`config.mk`:
```
export PLATFORM = sky130hd
export DESIGN_NAME = w_stage_ctl_reg
export DESIGN_NICKNAME = d
export VERILOG_FILES = /design/src/rtl/w_stage_ctl_reg.sv
export SDC_FILE = /design/constraint.sdc
export NUM_CORES = 1
export LEC_CHECK = 0
export CAP_MARGIN = 0
export CORE_MARGIN = 3
export CORE_UTILIZATION = 42
export CTS_CLUSTER_DIAMETER = 50
export DETAILED_ROUTE_END_ITERATION = 7
export PLACE_DENSITY_LB_ADDON = 0.3
export SLEW_MARGIN = 5
export SYNTH_ARGS = -nofsm -noshare
export SYNTH_HDL_FRONTEND = slang
export SYNTH_SLANG_ARGS = --single-unit
```
`constraint.sdc`:
```
create_clock -name clk -period 1.6 [get_ports clk]
set_input_delay 0.32 -clock clk [delete_from_list [all_inputs] [get_ports clk]]
set_output_delay 0.32 -clock clk [all_outputs]
set_load 0.01 [all_outputs]
```
`src/rtl/w_stage_ctl_reg.sv`:
```
// w_stage_ctl_reg: memory-to-writeback pipeline register for the Y86-64 core.
// Adds stall/bubble control, destination register ids and a halt FSM that
// freezes the stage once a non-AOK, non-bubble status is latched.
// Optional performance counters are enabled by defining W_STAGE_PERF_CNT_EN.
module w_stage_ctl_reg #(
  parameter int unsigned DATA_W    = 64,
  parameter int unsigned STAT_W    = 3,
  parameter int unsigned ICODE_W   = 4,
  parameter int unsigned REG_W     = 4,
  parameter int unsigned STAT_AOK  = 1,
  parameter int unsigned STAT_BUB  = 0,
  parameter int unsigned ICODE_NOP = 1,
  parameter int unsigned RNONE     = 15
) (
  input  logic               clk,
  input  logic               rst_n,
  input  logic               w_stall,
  input  logic               w_bubble,
  input  logic [STAT_W-1:0]  m_stat,
  input  logic [ICODE_W-1:0] m_icode,
  input  logic [DATA_W-1:0]  m_valE,
  input  logic [DATA_W-1:0]  m_valM,
  input  logic [REG_W-1:0]   m_dstE,
  input  logic [REG_W-1:0]   m_dstM,
  output logic [STAT_W-1:0]  w_stat,
  output logic [ICODE_W-1:0] w_icode,
  output logic [DATA_W-1:0]  w_valE,
  output logic [DATA_W-1:0]  w_valM,
  output logic [REG_W-1:0]   w_dstE,
  output logic [REG_W-1:0]   w_dstM,
`ifdef W_STAGE_PERF_CNT_EN
  output logic [31:0]        perf_retired,
  output logic [31:0]        perf_stall,
  output logic [31:0]        perf_bubble,
`endif
  output logic               halted,
  output logic               ctrl_err
);

  localparam logic [STAT_W-1:0]  AOK_C   = STAT_W'(STAT_AOK);
  localparam logic [STAT_W-1:0]  BUB_C   = STAT_W'(STAT_BUB);
  localparam logic [ICODE_W-1:0] NOP_C   = ICODE_W'(ICODE_NOP);
  localparam logic [REG_W-1:0]   RNONE_C = REG_W'(RNONE);

  typedef enum logic {
    S_RUN    = 1'b0,
    S_HALTED = 1'b1
  } state_t;

  state_t state, state_nxt;
  logic   do_load;
  logic   do_bubble;
  logic   set_err;

  // Halt FSM register; halted is a direct decode of the state flop.
  always_ff @(posedge clk or negedge rst_n) begin
    if (!rst_n) state <= S_RUN;
    else        state <= state_nxt;
  end

  // Next-state and datapath control; stall outranks bubble, HALTED ignores both.
  always_comb begin
    state_nxt = state;
    do_load   = 1'b0;
    do_bubble = 1'b0;
    set_err   = 1'b0;
    if (state == S_RUN) begin
      set_err = w_stall & w_bubble;
      if (!w_stall) begin
        if (w_bubble) begin
          do_bubble = 1'b1;
        end else begin
          do_load = 1'b1;
          if (m_stat != AOK_C && m_stat != BUB_C) state_nxt = S_HALTED;
        end
      end
    end
  end

  assign halted = (state == S_HALTED);

  // Pipeline payload: load, inject bubble, or hold.
  always_ff @(posedge clk or negedge rst_n) begin
    if (!rst_n) begin
      w_stat  <= BUB_C;
      w_icode <= NOP_C;
      w_valE  <= '0;
      w_valM  <= '0;
      w_dstE  <= RNONE_C;
      w_dstM  <= RNONE_C;
    end else if (do_bubble) begin
      w_stat  <= BUB_C;
      w_icode <= NOP_C;
      w_valE  <= '0;
      w_valM  <= '0;
      w_dstE  <= RNONE_C;
      w_dstM  <= RNONE_C;
    end else if (do_load) begin
      w_stat  <= m_stat;
      w_icode <= m_icode;
      w_valE  <= m_valE;
      w_valM  <= m_valM;
      w_dstE  <= m_dstE;
      w_dstM  <= m_dstM;
    end
  end

  // Sticky flag for the illegal stall+bubble combination.
  always_ff @(posedge clk or negedge rst_n) begin
    if (!rst_n)       ctrl_err <= 1'b0;
    else if (set_err) ctrl_err <= 1'b1;
  end

`ifdef W_STAGE_PERF_CNT_EN
  // Event counters; only RUN-state edges count, so they freeze once halted.
  always_ff @(posedge clk or negedge rst_n) begin
    if (!rst_n) begin
      perf_retired <= '0;
      perf_stall   <= '0;
      perf_bubble  <= '0;
    end else if (state == S_RUN) begin
      if (do_load && m_stat == AOK_C) perf_retired <= perf_retired + 32'd1;
      if (w_stall)                    perf_stall   <= perf_stall + 32'd1;
      if (do_bubble)                  perf_bubble  <= perf_bubble + 32'd1;
    end
  end
`endif

endmodule

```
# [Word level (Yosys, flattened, before mapping)]
# Cells that the tools add are included.
# Widths: inputs -> output; s select.
[word_totals] register_bits=145 inputBits=147
[op_classes] n_eq_ne=1 n_mux=23 bitwise_logic=1 n_reduce_logical=3
[op_table] cell="$mux 64" n=4
[op_table] cell="$mux 4" n=6
[op_table] cell="$mux 1" n=11
[op_table] cell="$mux 3" n=2
[op_table] cell="$ne 3x1->1 const B" n=1
[op_table] cell="$reduce_bool 3->1" n=1
[op_table] cell="$reduce_bool 2->1" n=1
[op_table] cell="$and 1x1->1" n=1
[op_table] cell="$logic_and 1x1->1" n=1

# [Depth between registers and ports, before layout]
# Gate-level depths: netlist (run 1).
[logic_depth] ltp_word=6 ltp_mapped=6

# [Worst setup path before layout (run 1)]
# Ideal clock, no wire load.
[synth_timing] path_type="register -> register" start="reg state (netlist: halted)" end="reg w_valM[51]" setup_time_ps=74 arrival_time_ps=1291 t_required_ps=1526 slack_ps=235 stages_incl_launch_ff=7 n_path_buf=4 synth_period_minus_slack_ps=1365 cell_sequence="dfrtp_1 > buf_6 > or2_1 > buf_6 > buf_6 > buf_6 > o21ai_2"
[synth_via] elab_chain_cells=2
[synth_lines] element="start, declared" line_no="50" text="state_t state, state_nxt;"
[synth_lines] element="start signal, assigned" line_no="58" text="else state <= state_nxt;"
[synth_lines] element="$mux 1" line_no="67" text="if (state == S_RUN) begin"
[synth_lines] element="$mux 64 or $reduce_bool 2->1 (tied branches)"
[synth_lines] element="end signal, assigned" line_no="102" text="w_valM <= m_valM;"
[synth_lines] element="end, declared" line_no="28" text="output logic [DATA_W-1:0] w_valM,"
# Several ways; a longest one is shown, not always the timed one.
# A chain may end at the register's enable or synchronous reset.

# [Worst setup path after layout (run 1)]
[layout_timing] start="reg w_dstM[3]" end="out w_dstM[3]"
[layout_rtl] element="start, declared" line_no="30" text="output logic [REG_W-1:0] w_dstM,"
[layout_rtl] element="start signal, assigned" line_no="104" text="w_dstM <= m_dstM;"
# No word-level cell between the ends.

==> flow_metrics.env, run 1 <==
export IMPL_clock_latency_ps=420
export IMPL_grt_max_degree=146
export IMPL_core_mm2=0.0146
export IMPL_antenna_found_initial=0
export IMPL_htreeDepth=4
export IMPL_finalHoldViolCount=0
export IMPL_worst_pin_slew_ps=626
export IMPL_critPathBufInv=1
export IMPL_routabilityCongestion=0.788
export IMPL_path_max_fanout=2
export IMPL_ant_nets=0
export IMPL_numCtsBuffers=17
export IMPL_cp_data_required_time_ps=1280
export IMPL_syn_avg_cell_area_um2=9.85
export IMPL_groute_usage_overall_pct=22.8
export IMPL_ys_flop_type="dfrtp_1"
export IMPL_async_flop_share_pct=100
export IMPL_slowest_stage="dfstp_2"
export IMPL_start_kind="register"
export IMPL_seqPwrFrac_pct=42.0
export IMPL_start_util_pct=43.3
export IMPL_routed_via_count=5811
export IMPL_cts_buffer_depth=2
export IMPL_num_io_pins=292
export IMPL_antennaDiodeCount=0
export IMPL_grt_overflow_total=0
export IMPL_critPathKind="reg2out"
export IMPL_synth_top_area_cell="dfrtp_1"
export IMPL_cp_arrival_ps=1230
export IMPL_cts_num_sinks=145
export IMPL_p_clk_share_pct=46.1
export IMPL_cts_tree="built"
export IMPL_worstSetupEndpointType="output pin"
export IMPL_area_growth_pct=54.4
export IMPL_drc=0
export IMPL_finalMaxSlewViolations=0
export IMPL_drt_pre_antenna_iters=4
export IMPL_syn_inst=643
export IMPL_power_mw=9.25
export IMPL_rows=44
export IMPL_switching_share_pct=22.2
export IMPL_relSlewSlack_pct=58.3
export IMPL_drt_iter0_drc=390
export IMPL_routed_wl_mm=19.3
export IMPL_fmax_mhz=646
export IMPL_numPortBuffers=291
export IMPL_netlist_area_leader_share_pct=53.7
export IMPL_syn_nets=790
export IMPL_wl_per_cell_um=17.6
export IMPL_synth_seq_area_share_pct=57.5
export IMPL_internal_power_mw=7.20
export IMPL_synth_common_cells="209 x o21ai_0, 136 x dfrtp_1, 134 x nand2b_1"
export IMPL_tns_ps=0
export IMPL_finalClockSkew_ps=7.79
export IMPL_period_share_pct=96.8
export IMPL_nets=1047
export IMPL_ir_drop_mv=0.660
export IMPL_p_sw_mw=2.05
export IMPL_synth_edf_count=0
export IMPL_status="complete, no violations"
export IMPL_synthTopCellsByArea="dfrtp_1 54%, o21ai_0 17%, nand2b_1 13%"
export IMPL_setup_viol=0
export IMPL_p_leak_nw=4.62
export IMPL_clk_pin_slew_worst_paths_ps=60
export IMPL_dieArea_mm2=0.0166
export IMPL_cts_root_buffer="clkbuf_16"
export IMPL_grt_pass1_vias=5624
export IMPL_path_delay_family="flip-flops"
export IMPL_fp_dieH_um=129
export IMPL_ys_warn_count=0
export IMPL_power_share_combinational_pct=11.9
export IMPL_slowest_delay_ps=530
export IMPL_synth_cell_types=14
export IMPL_power_density_mw_per_mm2=946
export IMPL_drive_above_1_share_pct=7.23
export IMPL_dieWidth_um=129
export IMPL_grt_pass1_wl_mm=30.0
export IMPL_synth_most_common_cell="o21ai_0"
export IMPL_rsz0062_at_grt="no"
export IMPL_dp_final_hpwl_mm=12.5
export IMPL_viasPerCell=5.30
export IMPL_hold_path_class="in2async"
export IMPL_min_period_ps=1550
export IMPL_path_cells="dlygate4sd2_1"
export IMPL_drv_cap=0
export IMPL_ys_seq_elements=145
export IMPL_synth_area_mm2=0.00633
[flip-flops by register name, indices dropped and copies added, names as in the netlist]
register / count
w_dstE: 4
ctrl_err: 1
w_dstM: 4
halted: 1
w_valM: 64
w_valE: 64
w_icode: 4
w_stat: 3
[through the flow]
step | cells | setup WS (ps) | cell area (um^2) | hold slack, ps | utilization [%]
finish | 1097 | 51.4 | 9780 | 370 | 66.8
global route | 1097 | 5.25 | 9780 | 383 | 66.8
CTS | 1097 | 20.9 | 9780 | 366 | 66.8
detailed placement | 1064 | 55.3 | 9310 | 242 | 63.6
global placement | 1064 | 126 | 9310 | 244 | 63.6
floorplan | 643 | 235 | 6330 | 24.4 | -
[worst paths after layout]
path                       startpoint         end  slack (ps)  depth (start not counted)
setup / recovery            w_dstM[3]   w_dstM[3]          50                          1
hold reg to reg             w_dstM[1]   w_dstM[1]         490                          2
max in group asynchronous       rst_n   w_dstM[1]         660                          3
min in group clk             w_bubble      halted         430                          3
setup reg to reg               halted  w_valM[22]         170                          3
hold / removal                  rst_n  w_valM[17]         370                          2
[layout make-up]
| type | instances | area, um^2 |
|---|---|---|
| inverter | 1 | 3.75 |
| clock buffer | 22 | 484 |
| tap | 184 | 230 |
| clock inverter | 10 | 155 |
| fill | 1234 | 4860 |
| multi-input combinational | 433 | 2370 |
| timing repair buffer | 302 | 2890 |
| sequential | 145 | 3640 |
[per-layer routing]
layer	wire [um]	GRT usage [%]
met5	0	0
met3	2050	9.59
met1	7720	28.5
met4	380	8.89
met2	9150	35.4
[worst reg2reg max path, delay by kind of cell, from the launching register on]
family / cells / cell delay (ps)
buf+inv: 1 / 260
flops: 1 / 490
simple gates: 1 / 260
compound gates: 1 / 330
[cell usage in the layout, fill, tap and decap left out, types with 2 or more instances in the layout]
| master | synthesis | routed |
|---|---|---|
| o21ai_0 | 209 | 209 |
| dlygate4sd2_1 | 0 | 144 |
| clkdlybuf4s50_1 | 0 | 143 |
| dfrtp_1 | 136 | 135 |
| nand2b_1 | 134 | 134 |
| o21ai_1 | 67 | 67 |
| clkbuf_16 | 0 | 17 |
| nor2_1 | 10 | 10 |
| o21ai_2 | 10 | 10 |
| dfstp_2 | 9 | 9 |
| buf_12 | 0 | 6 |
| buf_4 | 0 | 5 |
| clkinv_2 | 0 | 4 |
| bufinv_16 | 0 | 4 |
| clkbuf_8 | 0 | 4 |
| clkinvlp_4 | 0 | 2 |
| buf_6 | 10 | 2 |
[logic make-up (layout without fill, tap and decap cells)]
logic type,Yosys count,count (layout),synth area share [%]
AND/OR/NAND/NOR,145,145,13.9
flip-flops,145,145,57.5
AO/OA/AOI/OAI,288,288,23.4
buffers and inverters,65,335,5.16
[power groups by stage]
| stage | Sequential, mW | Combinational, mW | Clock (mW) |
|---|---|---|---|
| after detailed placement | 3.96 | 1.21 | 0 |
| after global routing | 3.90 | 1.21 | 4.51 |
| after global placement | 3.95 | 1.20 | 0 |
| after CTS | 3.89 | 1.12 | 4.33 |
| after floorplan | 4.02 | 0.300 | 0 |
| final | 3.89 | 1.10 | 4.27 |
[timing repair]
item | 4_1_cts | 5_1_grt
setup endpoints to repair | 145 | 18
buffers inserted | 0 | 0
hold buffers | 1 | 0
endpoints found under the hold margin | 29 | 0
gates resized for setup | 146 | 1
Note: power is estimated with default switching activity, not from simulation.
==> run 2: changes to the inputs <==
--- a/config.mk
+++ b/config.mk
@@ -8,7 +8,6 @@
 export CAP_MARGIN = 0
 export CORE_MARGIN = 3
 export CORE_UTILIZATION = 42
-export CTS_CLUSTER_DIAMETER = 50
 export DETAILED_ROUTE_END_ITERATION = 7
 export PLACE_DENSITY_LB_ADDON = 0.3
 export SLEW_MARGIN = 5
==> results of run 2 <==
The final DEF is identical to that of run 1; final timing and power are the same.
==> run 3: changes to the inputs <==
--- a/config.mk
+++ b/config.mk
@@ -6,6 +6,7 @@
 export NUM_CORES = 1
 export LEC_CHECK = 0
 export CAP_MARGIN = 0
+export CORE_ASPECT_RATIO = 1.4
 export CORE_MARGIN = 3
 export CORE_UTILIZATION = 42
 export DETAILED_ROUTE_END_ITERATION = 7
==> run 3 against run 2 <==
Net effect: via count fell by 2.3%; sequential share of layout area barely moved; highest routed layer unchanged; cell area barely moved; worst hold slack hardly changed; utilization hardly changed; non-clock buffer count is 3 higher; critical path type unchanged; power decreased by 4.1%; combinational power is essentially flat; largest power group is now registers; clock skew grew 2.5 ps.
==> flow_metrics.env, run 3 (synthesis results as in run 1) <==
export IMPL_cp_arrival_ps=1220
export IMPL_drive_above_1_share_pct=7.31
export IMPL_rrSetupSlack_ps=250
export IMPL_critPathKind="reg2out"
export IMPL_routed_via_count=5680
export IMPL_nets=1050
export IMPL_final_seq_area_mm2=0.00364
export IMPL_layout_commonest_cell="o21ai_0"
export IMPL_numPortBuffers=291
export IMPL_dp_final_hpwl_mm=12.6
export IMPL_path_cells="dlygate4sd2_1"
export IMPL_rows=52
export IMPL_routed_wl_mm=19.2
export IMPL_path_delay_family="flip-flops"
export IMPL_grt_overflow_total=0
export IMPL_r2r_end="w_valM[0]"
export IMPL_r2r_start="halted"
export IMPL_viasPerCell=5.14
export IMPL_dieArea_mm2=0.0166
export IMPL_worst_pin_slew_ps=481
export IMPL_grt_pass1_vias=5401
export IMPL_hold_path_class="in2async"
export IMPL_ir_drop_mv=0.716
export IMPL_finalClockSkew_ps=10.3
export IMPL_start_util_pct=43.3
export IMPL_fp_dieH_um=151
export IMPL_final_cell_mix="209 x o21ai_0, 144 x dlygate4sd2_1, 143 x clkdlybuf4s50_1"
export IMPL_cts_root_buffer="clkbuf_16"
export IMPL_path_max_fanout=4
export IMPL_critPathBufInv=1
export IMPL_worstSetupEndpointType="output pin"
export IMPL_start_kind="register"
export IMPL_relSlewSlack_pct=68.0
export IMPL_multi_input_area_mm2=0.00237
export IMPL_groute_usage_overall_pct=22.6
export IMPL_rsz0062_at_grt="no"
export IMPL_setup_viol=0
export IMPL_wl_per_cell_um=17.4
export IMPL_finalHoldViolCount=0
export IMPL_drc=0
export IMPL_reg2reg_depth=3
export IMPL_worst_slack_ps=59.3
export IMPL_slowest_delay_ps=510
export IMPL_period_share_pct=96.3
export IMPL_dieWidth_um=110
export IMPL_fin_util_pct=66.8
export IMPL_cts_num_sinks=145
export IMPL_routabilityCongestion=0.779
export IMPL_antennaDiodeCount=0
export IMPL_htreeDepth=4
export IMPL_area_growth_pct=54.4
export IMPL_clk_pin_slew_worst_paths_ps=70
export IMPL_grt_max_degree=122
export IMPL_reg_top3="w_valE x64, w_valM x64"
export IMPL_clock_latency_ps=410
export IMPL_cts_tree="built"
export IMPL_tns_ps=0
export IMPL_cp_data_required_time_ps=1280
export IMPL_drt_pre_antenna_iters=4
export IMPL_post_dp_cell_area_mm2=0.00937
export IMPL_pre_cts_slack_ps=242
export IMPL_slowest_stage="dfrtp_4"
export IMPL_cts_buffer_depth=2
export IMPL_power_density_mw_per_mm2=907
export IMPL_fmax_mhz=649
export IMPL_numCtsBuffers=17
export IMPL_drt_iter0_drc=422
export IMPL_min_period_ps=1540
export IMPL_status="complete, no violations"
export IMPL_finalMaxSlewViolations=0
export IMPL_drv_cap=0
export IMPL_grt_pass1_wl_mm=29.6
export IMPL_antenna_found_initial=0
export IMPL_post_cts_setup_buffers=0
export IMPL_fin_area_mm2=0.00978
export IMPL_core_mm2=0.0146
export IMPL_nFillCells=1242
export IMPL_ant_nets=0
export IMPL_num_io_pins=292
export IMPL_p_leak_nw=4.61
-- run 3: worst max-delay path by stage --
| stage | from | to | cells past startpoint |
|---|---|---|---|
| 2_1_floorplan | halted | w_valM[51] | 6 |
| 3_3_place_gp | w_dstM[1] | w_dstM[1] | 1 |
| 3_5_place_dp | w_dstM[2] | w_dstM[2] | 1 |
| 4_1_cts | w_valM[2] | w_valM[2] | 1 |
| 5_1_grt | halted | halted | 1 |
| 6_report | halted | halted | 1 |
-- run 3: cell type report --
| class | count | share of cell area [%] |
|---|---|---|
| Timing Repair Buffer | 305 | 30.2 |
| Inverter | 1 | 0.0384 |
| Clock inverter | 12 | 1.41 |
| Sequential cell | 145 | 37.3 |
| Tap cell | 189 | 2.42 |
| Multi-Input combinational cell | 433 | 24.2 |
| Clock buffer | 20 | 4.47 |
-- run 3: metal layers --
metal	GRT usage, %	share of wire [%]
met1	29.2	40
met2	35.5	48
met3	8.70	11
met4	6.18	1.1
met5	0	0
-- run 3: stage by stage --
stage	instances	hold WS, ps	total power [mW]
2_1_floorplan	643	24.4	4.32
3_3_place_gp	1072	236	5.16
6_report	1105	370	8.87
3_5_place_dp	1072	235	5.17
5_1_grt	1105	380	9.25
4_1_cts	1105	368	8.97
-- run 3: where the power goes --
group | total, mW | internal, mW | leakage, nW | switching [mW]
combinational | 1.11 | 0.623 | 2.43 | 0.488
sequential | 3.88 | 3.82 | 1.92 | 0.0618
clock | 3.88 | 2.31 | 0.263 | 1.57
total | 8.87 | 6.75 | 4.61 | 2.12
-- run 3: repair_timing --
| action | 4_1_cts | 5_1_grt |
|---|---|---|
| hold endpoints to repair | 22 | 0 |
| hold buffers | 1 | 0 |
| resized for setup | 144 | 1 |
| setup endpoints to repair | 144 | 1 |
| gates cloned | 0 | 0 |
